[config.mk]
export PLATFORM = sky130hd
export DESIGN_NAME = mmio_bridge
export DESIGN_NICKNAME = d
export VERILOG_FILES = /design/src/rtl/mmio_bridge_pkg.sv /design/src/rtl/mmio_bridge_sync_fifo.sv /design/src/rtl/mmio_bridge.sv
export SDC_FILE = /design/constraint.sdc
export NUM_CORES = 1
export LEC_CHECK = 0
export ABC_AREA = 1
export BUFFER_PORTS_ARGS = -buffer_cell sky130_fd_sc_hd__buf_2
export CAP_MARGIN = 20
export CORE_MARGIN = 2
export CORE_UTILIZATION = 42
export CTS_BUF_LIST = sky130_fd_sc_hd__clkbuf_16
export DETAILED_ROUTE_END_ITERATION = 8
export SYNTH_ARGS = -nofsm -noshare
export SYNTH_HDL_FRONTEND = slang
export SYNTH_SLANG_ARGS = --single-unit
export TNS_END_PERCENT = 1
[constraint.sdc]
create_clock -name clk -period 2.88 [get_ports clk]
set_input_delay 0.288 -clock clk [delete_from_list [all_inputs] [get_ports clk]]
set_output_delay 0.288 -clock clk [all_outputs]
set_load 0.05 [all_outputs]
[src/rtl/mmio_bridge_pkg.sv]
// rtl/mmio_bridge_pkg.sv - MMIO port byte addresses and keyboard status word layout
package mmio_bridge_pkg;

  localparam logic [31:0] TIMER_BYTE_ADDR = 32'h0000_4000;
  localparam logic [31:0] KBD_BYTE_ADDR   = 32'h0000_4010;

  localparam int KBD_CODE_LSB  = 0;
  localparam int KBD_CODE_MSB  = 7;
  localparam int KBD_VALID_BIT = 8;
  localparam int KBD_OVF_BIT   = 9;

  function automatic logic [31:0] kbd_word(input logic ovf, input logic valid,
                                           input logic [7:0] code);
    logic [31:0] w;
    w = '0;
    w[KBD_CODE_MSB:KBD_CODE_LSB] = code;
    w[KBD_VALID_BIT] = valid;
    w[KBD_OVF_BIT] = ovf;
    return w;
  endfunction

endpackage

[src/rtl/mmio_bridge_sync_fifo.sv]
// rtl/mmio_bridge_sync_fifo.sv - first-word fall-through FIFO with flush, active-low sync reset
module sync_fifo #(
  parameter int DW = 8,
  parameter int AW = 4
) (
  input  logic          clk,
  input  logic          rst,
  input  logic          push,
  input  logic [DW-1:0] din,
  input  logic          pop,
  input  logic          flush,
  output logic [DW-1:0] dout,
  output logic          empty,
  output logic          full
);

  logic [DW-1:0] mem [0:(1<<AW)-1];
  logic [AW-1:0] rd_ptr, wr_ptr;
  logic [AW:0]   count;
  logic          do_push, do_pop;

  assign empty   = (count == '0);
  assign full    = count[AW];
  assign do_pop  = pop & ~empty;
  // A full FIFO still accepts a push when the same edge frees a slot.
  assign do_push = push & (~full | do_pop);
  assign dout    = mem[rd_ptr];

  always_ff @(posedge clk) begin
    if (!rst || flush) begin
      rd_ptr <= '0;
      wr_ptr <= '0;
      count  <= '0;
    end else begin
      if (do_push) wr_ptr <= wr_ptr + AW'(1);
      if (do_pop)  rd_ptr <= rd_ptr + AW'(1);
      case ({do_push, do_pop})
        2'b10:   count <= count + (AW+1)'(1);
        2'b01:   count <= count - (AW+1)'(1);
        default: count <= count;
      endcase
    end
  end

  always_ff @(posedge clk) begin
    if (rst && !flush && do_push) mem[wr_ptr] <= din;
  end

endmodule

[src/rtl/mmio_bridge.sv]
// rtl/mmio_bridge.sv - timer/keyboard MMIO decode on the CPU dmem path, gating cache strobes
module mmio_bridge
  import mmio_bridge_pkg::*;
#(
  parameter logic [29:0] TIMER_ADDR = TIMER_BYTE_ADDR[31:2],
  parameter logic [29:0] KBD_ADDR   = KBD_BYTE_ADDR[31:2],
  parameter int          TICK_DIV   = 75000,
  parameter int          FIFO_AW    = 4
) (
  input  logic        clk,
  input  logic        rst,
  input  logic        cpu_read,
  input  logic        cpu_write,
  input  logic [29:0] cpu_addr,
  input  logic [31:0] cpu_wdata,
  input  logic [3:0]  cpu_byte_w_en,
  input  logic        mem_stall,
  input  logic [31:0] cache_rdata,
  input  logic [7:0]  kbd_code,
  input  logic        kbd_valid,
  output logic        dc_read_out,
  output logic        dc_write_out,
  output logic [31:0] cpu_rdata
);

  localparam int            PW         = $clog2(TICK_DIV);
  localparam logic [PW-1:0] PRESC_LAST = PW'(TICK_DIV - 1);

  logic          hit_t, hit_k, mmio, commit;
  logic          wr_t, wr_k, rd_k, pop, drop, tick;
  logic [PW-1:0] presc;
  logic [31:0]   timer_ms;
  logic          ovf;
  logic [7:0]    fifo_dout;
  logic          fifo_empty, fifo_full;

  assign hit_t        = (cpu_addr == TIMER_ADDR);
  assign hit_k        = (cpu_addr == KBD_ADDR);
  assign mmio         = hit_t | hit_k;
  assign dc_read_out  = cpu_read & ~mmio;
  assign dc_write_out = cpu_write & ~mmio;

  // Side effects wait for the stall to drop so a stalled access acts exactly once.
  assign commit = ~mem_stall;
  assign wr_t   = cpu_write & hit_t & commit;
  assign wr_k   = cpu_write & hit_k & commit;
  assign rd_k   = cpu_read & hit_k & commit;
  assign pop    = rd_k & ~cpu_write & ~fifo_empty;
  assign drop   = kbd_valid & fifo_full & ~pop & ~wr_k;
  assign tick   = (presc == PRESC_LAST);

  always_ff @(posedge clk) begin
    if (!rst) begin
      presc    <= '0;
      timer_ms <= '0;
    end else if (wr_t) begin
      presc <= '0;
      for (int i = 0; i < 4; i++) begin
        if (cpu_byte_w_en[i]) timer_ms[8*i +: 8] <= cpu_wdata[8*i +: 8];
      end
    end else if (tick) begin
      presc    <= '0;
      timer_ms <= timer_ms + 32'd1;
    end else begin
      presc <= presc + PW'(1);
    end
  end

  // Flush wins over a drop, and a drop wins over the read-to-clear.
  always_ff @(posedge clk) begin
    if (!rst)      ovf <= 1'b0;
    else if (wr_k) ovf <= 1'b0;
    else if (drop) ovf <= 1'b1;
    else if (rd_k) ovf <= 1'b0;
  end

  sync_fifo #(.DW(8), .AW(FIFO_AW)) u_kbd_fifo (
    .clk   (clk),
    .rst   (rst),
    .push  (kbd_valid),
    .din   (kbd_code),
    .pop   (pop),
    .flush (wr_k),
    .dout  (fifo_dout),
    .empty (fifo_empty),
    .full  (fifo_full)
  );

  always_comb begin
    cpu_rdata = cache_rdata;
    if (hit_t)      cpu_rdata = timer_ms;
    else if (hit_k) cpu_rdata = kbd_word(ovf, ~fifo_empty, fifo_empty ? 8'h00 : fifo_dout);
  end

endmodule

==> parameters.txt <==
Parameter                              Value

Yosys
  Synthesized cell area ... 10100 um2
  Yosys reg bits ... 195
  Post-Synthesis Cells ... 1231
  Yosys synthesis warning count ... 0
  Mapped Nets ... 1353
  Ranking of synthesized cells by instance count ... 236 x sky130_fd_sc_hd__nor2_1, 208 x sky130_fd_sc_hd__nand2_1, 128 x sky130_fd_sc_hd__edfxtp_1, 112 x sky130_fd_sc_hd__inv_1, 106 x sky130_fd_sc_hd__nand3_1
  Post-synthesis cell type count ... 46
  Post-synth EDFFs ... 128
  Portion of the post-synthesis area used by sequential elements ... 51.2%
  Average size of a mapped cell ... 8.23 um2
  Fraction of post-synthesis cell area in the top cell type by area ... 38.0%
  Cell type with the largest total area after synthesis ... sky130_fd_sc_hd__edfxtp_1
  Most instantiated library cell after synthesis ... sky130_fd_sc_hd__nor2_1
  Primary FF master, synth ... sky130_fd_sc_hd__edfxtp_1
  Share of synthesized registers carrying an async set or reset ... 0%
  Most area-consuming cells after synthesis ... sky130_fd_sc_hd__edfxtp_1 38%, sky130_fd_sc_hd__dfxtp_1 13%, sky130_fd_sc_hd__nor2_1 8.7%

Worst setup path
  Reg2Reg Launch Point ... u_kbd_fifo.count[2]
  Nature of the critical path endpoint ... output port
  Worst endpoint required time ... 2.59 ns
  Max FO, Critical Path ... 32
  Crit path DAT ... 2.38 ns
  Category of the most critical setup path ... register to output port
  Startpoint Class ... register

Timing
  Unrepaired setup endpoints after global routing ... no
  Endpoints failing hold ... 0
  Minimum clock period ... 2.67 ns
  Final Max Tran Viols ... 0
  Setup TNS after final layout ... 0 ns
  Setup Viol. Count Final ... 0
  Slew at the pin with the worst max-slew slack ... 0.678 ns
  Worst slew margin ... 54.8%
  Final worst path period share ... 92.6%
  Maximum clock frequency ... 375 MHz
  Final worst clock skew ... 0.0164 ns

Pwr
  Internal power ... 0.00459 W
  Relative contribution of the clock network to total power ... 42.8%
  Sequential power share ... 50.8%
  Leakage power summed over all cells ... 4.61 nW
  Switching share of power ... 22.6%
  Pwr per Cell Area ... 494 nW/um2
  Net switching power ... 0.00134 W
  Total power draw ... 0.00592 W
  Worst vdd rail ir drop ... 389 uV
  Comb pwr share ... 6.4%

Global routing
  Largest net degree at the start of global routing ... 46
  Antenna violations before repair ... 1
  Global-route wire length before repair ... 42800 um
  Total track usage ... 21.2%
  Via count of the first global-routing pass ... 8286
  Overall overflow remaining after global route ... 0

Die
  Boundary pin count ... 146
  Core Area ... 23500 um2
  Die Span X ... 159 um
  Number of core rows ... 56
  Initial Utilization ... 43.0%
  Die Span Y ... 159 um
  Die Footprint ... 25400 um2

CTS
  CTS H-tree lvls ... 4
  Clock tree from TritonCTS ... built
  Sink Count ... 195
  Clock input transition at the sequential cells of the worst setup and hold paths ... 0.08 ns
  Resized cells post-CTS ... 0
  Worst-Skew Late Latency ... 0.44 ns
  Inserted Clock Buffers ... 17
  Root Buffer Master ... sky130_fd_sc_hd__clkbuf_16
  Number of buffers added to fix hold violations after cts ... 0
  Post-CTS Setup Inserts ... 0
  Number of buffers on the longest clock path ... 2

Placement
  Placed standard-cell area ... 11400 um2
  Global placer's final weighted congestion ... 0.937
  Post-DP HPWL ... 19200 um
  Number of placed instances, taps included ... 1688
  Count of buffers inserted at the top-level ports ... 145

Routing
  Wire length on met3 ... 1470 um
  Wire length after detailed routing ... 26800 um
  Met2 Routed Length ... 12300 um
  Final routed wire length divided by cell count ... 15.6 um
  Top layer used by detailed routing ... met4
  Antenna-violating nets left ... 0
  DR pass1 iterations ... 5
  DR DRC count ... 0
  Drt first-iter violations ... 610
  Routed vias/inst ... 5.10
  Met1 routed wirelength after detailed routing ... 12500 um
  Routed via count ... 8775

Finish
  Non-Filler Instances ... 1721
  Total area of multi-input combinational cells ... 4290 um2
  Fraction of layout cells with a size suffix above 1 ... 18.0%
  Final design area excluding fillers ... 12000 um2
  Final-layout fill cell count ... 2295
  Nets@finish ... 1510
  Register area ... 5190 um2
  Post-synthesis to final-layout area growth ... 18.4%

Hold path
  Worst hold path type ... input pin to register
  Worst hold start ... cpu_wdata[0]

Status
  Run status ... complete, no violations

Run
  Reported max-cap violation count ... 0
[cells by family (layout without fill, tap and decap cells)]
logic type,after synthesis,count (layout),share of synthesized area [%]
compound gates,213,213,11.7
xor+xnor,28,28,2.42
fa+ha+maj,10,10,1.24
buf+inv,164,334,6.50
flops,195,195,51.2
mux,1,1,0.0989
other cells,0,1,0
simple gates,620,620,26.9
[sequential cells by signal, indices dropped and copies added, names as in the netlist, named ones only]
register           flops
ovf                    1
presc                 17
u_kbd_fifo.count       5
u_kbd_fifo.wr_ptr      4
u_kbd_fifo.mem       128
timer_ms              32
u_kbd_fifo.rd_ptr      4
[layer usage]
| metal | GRT usage (%) | up-vias |
|---|---|---|
| met3 | 4.12 | 40 |
| met5 | 0 | - |
| li1 | - | 4428 |
| met4 | 7.27 | 0 |
| met1 | 29.4 | 4078 |
| met2 | 33.4 | 229 |
[placed cells by master (no fill, tap or decap), drive strengths merged]
cell      synthesis  layout
nor2            246     246
nand2           217     217
buf              15     182
edfxtp          128     128
inv             120     124
nand3           109     109
o21ai           107     107
dfxtp            67      67
a21oi            48      48
o22ai            34      34
or2              24      24
xor2             21      21
clkbuf           29      17
ha               10      10
nand4            10      10
nor3              8       8
xnor2             7       7
o211ai            7       7
o21bai            7       7
o221ai            6       6
nor3b             4       4
clkinvlp          0       4
bufinv            0       4
clkinv            0       3
diode             0       1
nand3b            1       1
a21o              1       1
a211oi            1       1
o21a              1       1
nor4              1       1
o31ai             1       1
mux2i             1       1
[cell type report]
class | instances | area share [%]
repair buffers | 182 | 8.58
clock inverters | 15 | 1.71
flip-flops and latches | 195 | 43.3
inverters | 120 | 3.78
well taps | 319 | 3.33
diodes | 1 | 0.0209
multi-input cells | 872 | 35.8
clock buffers | 17 | 3.55
[power groups by stage]
stage / sequential, W / clock, W / combinational (W)
after global routing: 0.00301 / 0.00269 / 0.000416
after detailed placement: 0.00307 / 0 / 0.000382
after CTS: 0.00301 / 0.00258 / 0.000383
final: 0.00301 / 0.00253 / 0.000381
after floorplan: 0.00307 / 0 / 0.000210
after global placement: 0.00307 / 0 / 0.000377
[critical path, cell delays in order (launching register included)]
cell and delay, ns:
sky130_fd_sc_hd__dfxtp_2 0.35, sky130_fd_sc_hd__inv_2 0.06, sky130_fd_sc_hd__buf_4 0.31, sky130_fd_sc_hd__o21ai_0 0.12, sky130_fd_sc_hd__o22ai_1 0.14, sky130_fd_sc_hd__nand2_1 0.07, sky130_fd_sc_hd__nand2_1 0.09, sky130_fd_sc_hd__nand2_1 0.10
sky130_fd_sc_hd__nand2_1 0.10, sky130_fd_sc_hd__inv_1 0.05, sky130_fd_sc_hd__o21bai_1 0.23, sky130_fd_sc_hd__buf_2 0.32
[per-stage QoR]
step	util [%]	hold slack (ns)	setup WS, ns
5_1_grt	50.9	0.193	0.0156
3_3_place_gp	48.2	0.436	0.156
6_report	50.9	0.201	0.214
4_1_cts	50.9	0.183	0.175
3_5_place_dp	48.2	0.448	0.0602
2_1_floorplan	-	0.387	0.315
[path summary, 6_finish.rpt]
path / end / slack (ns) / cells after the start
worst min-delay path: timer_ms[0] / 0.20 / 5
worst max register to register: u_kbd_fifo.count[4] / 0.29 / 18
worst max-delay path: cpu_rdata[1] / 0.21 / 11
worst min register to register: presc[0] / 0.46 / 1
(Power assumes the default switching activity.)
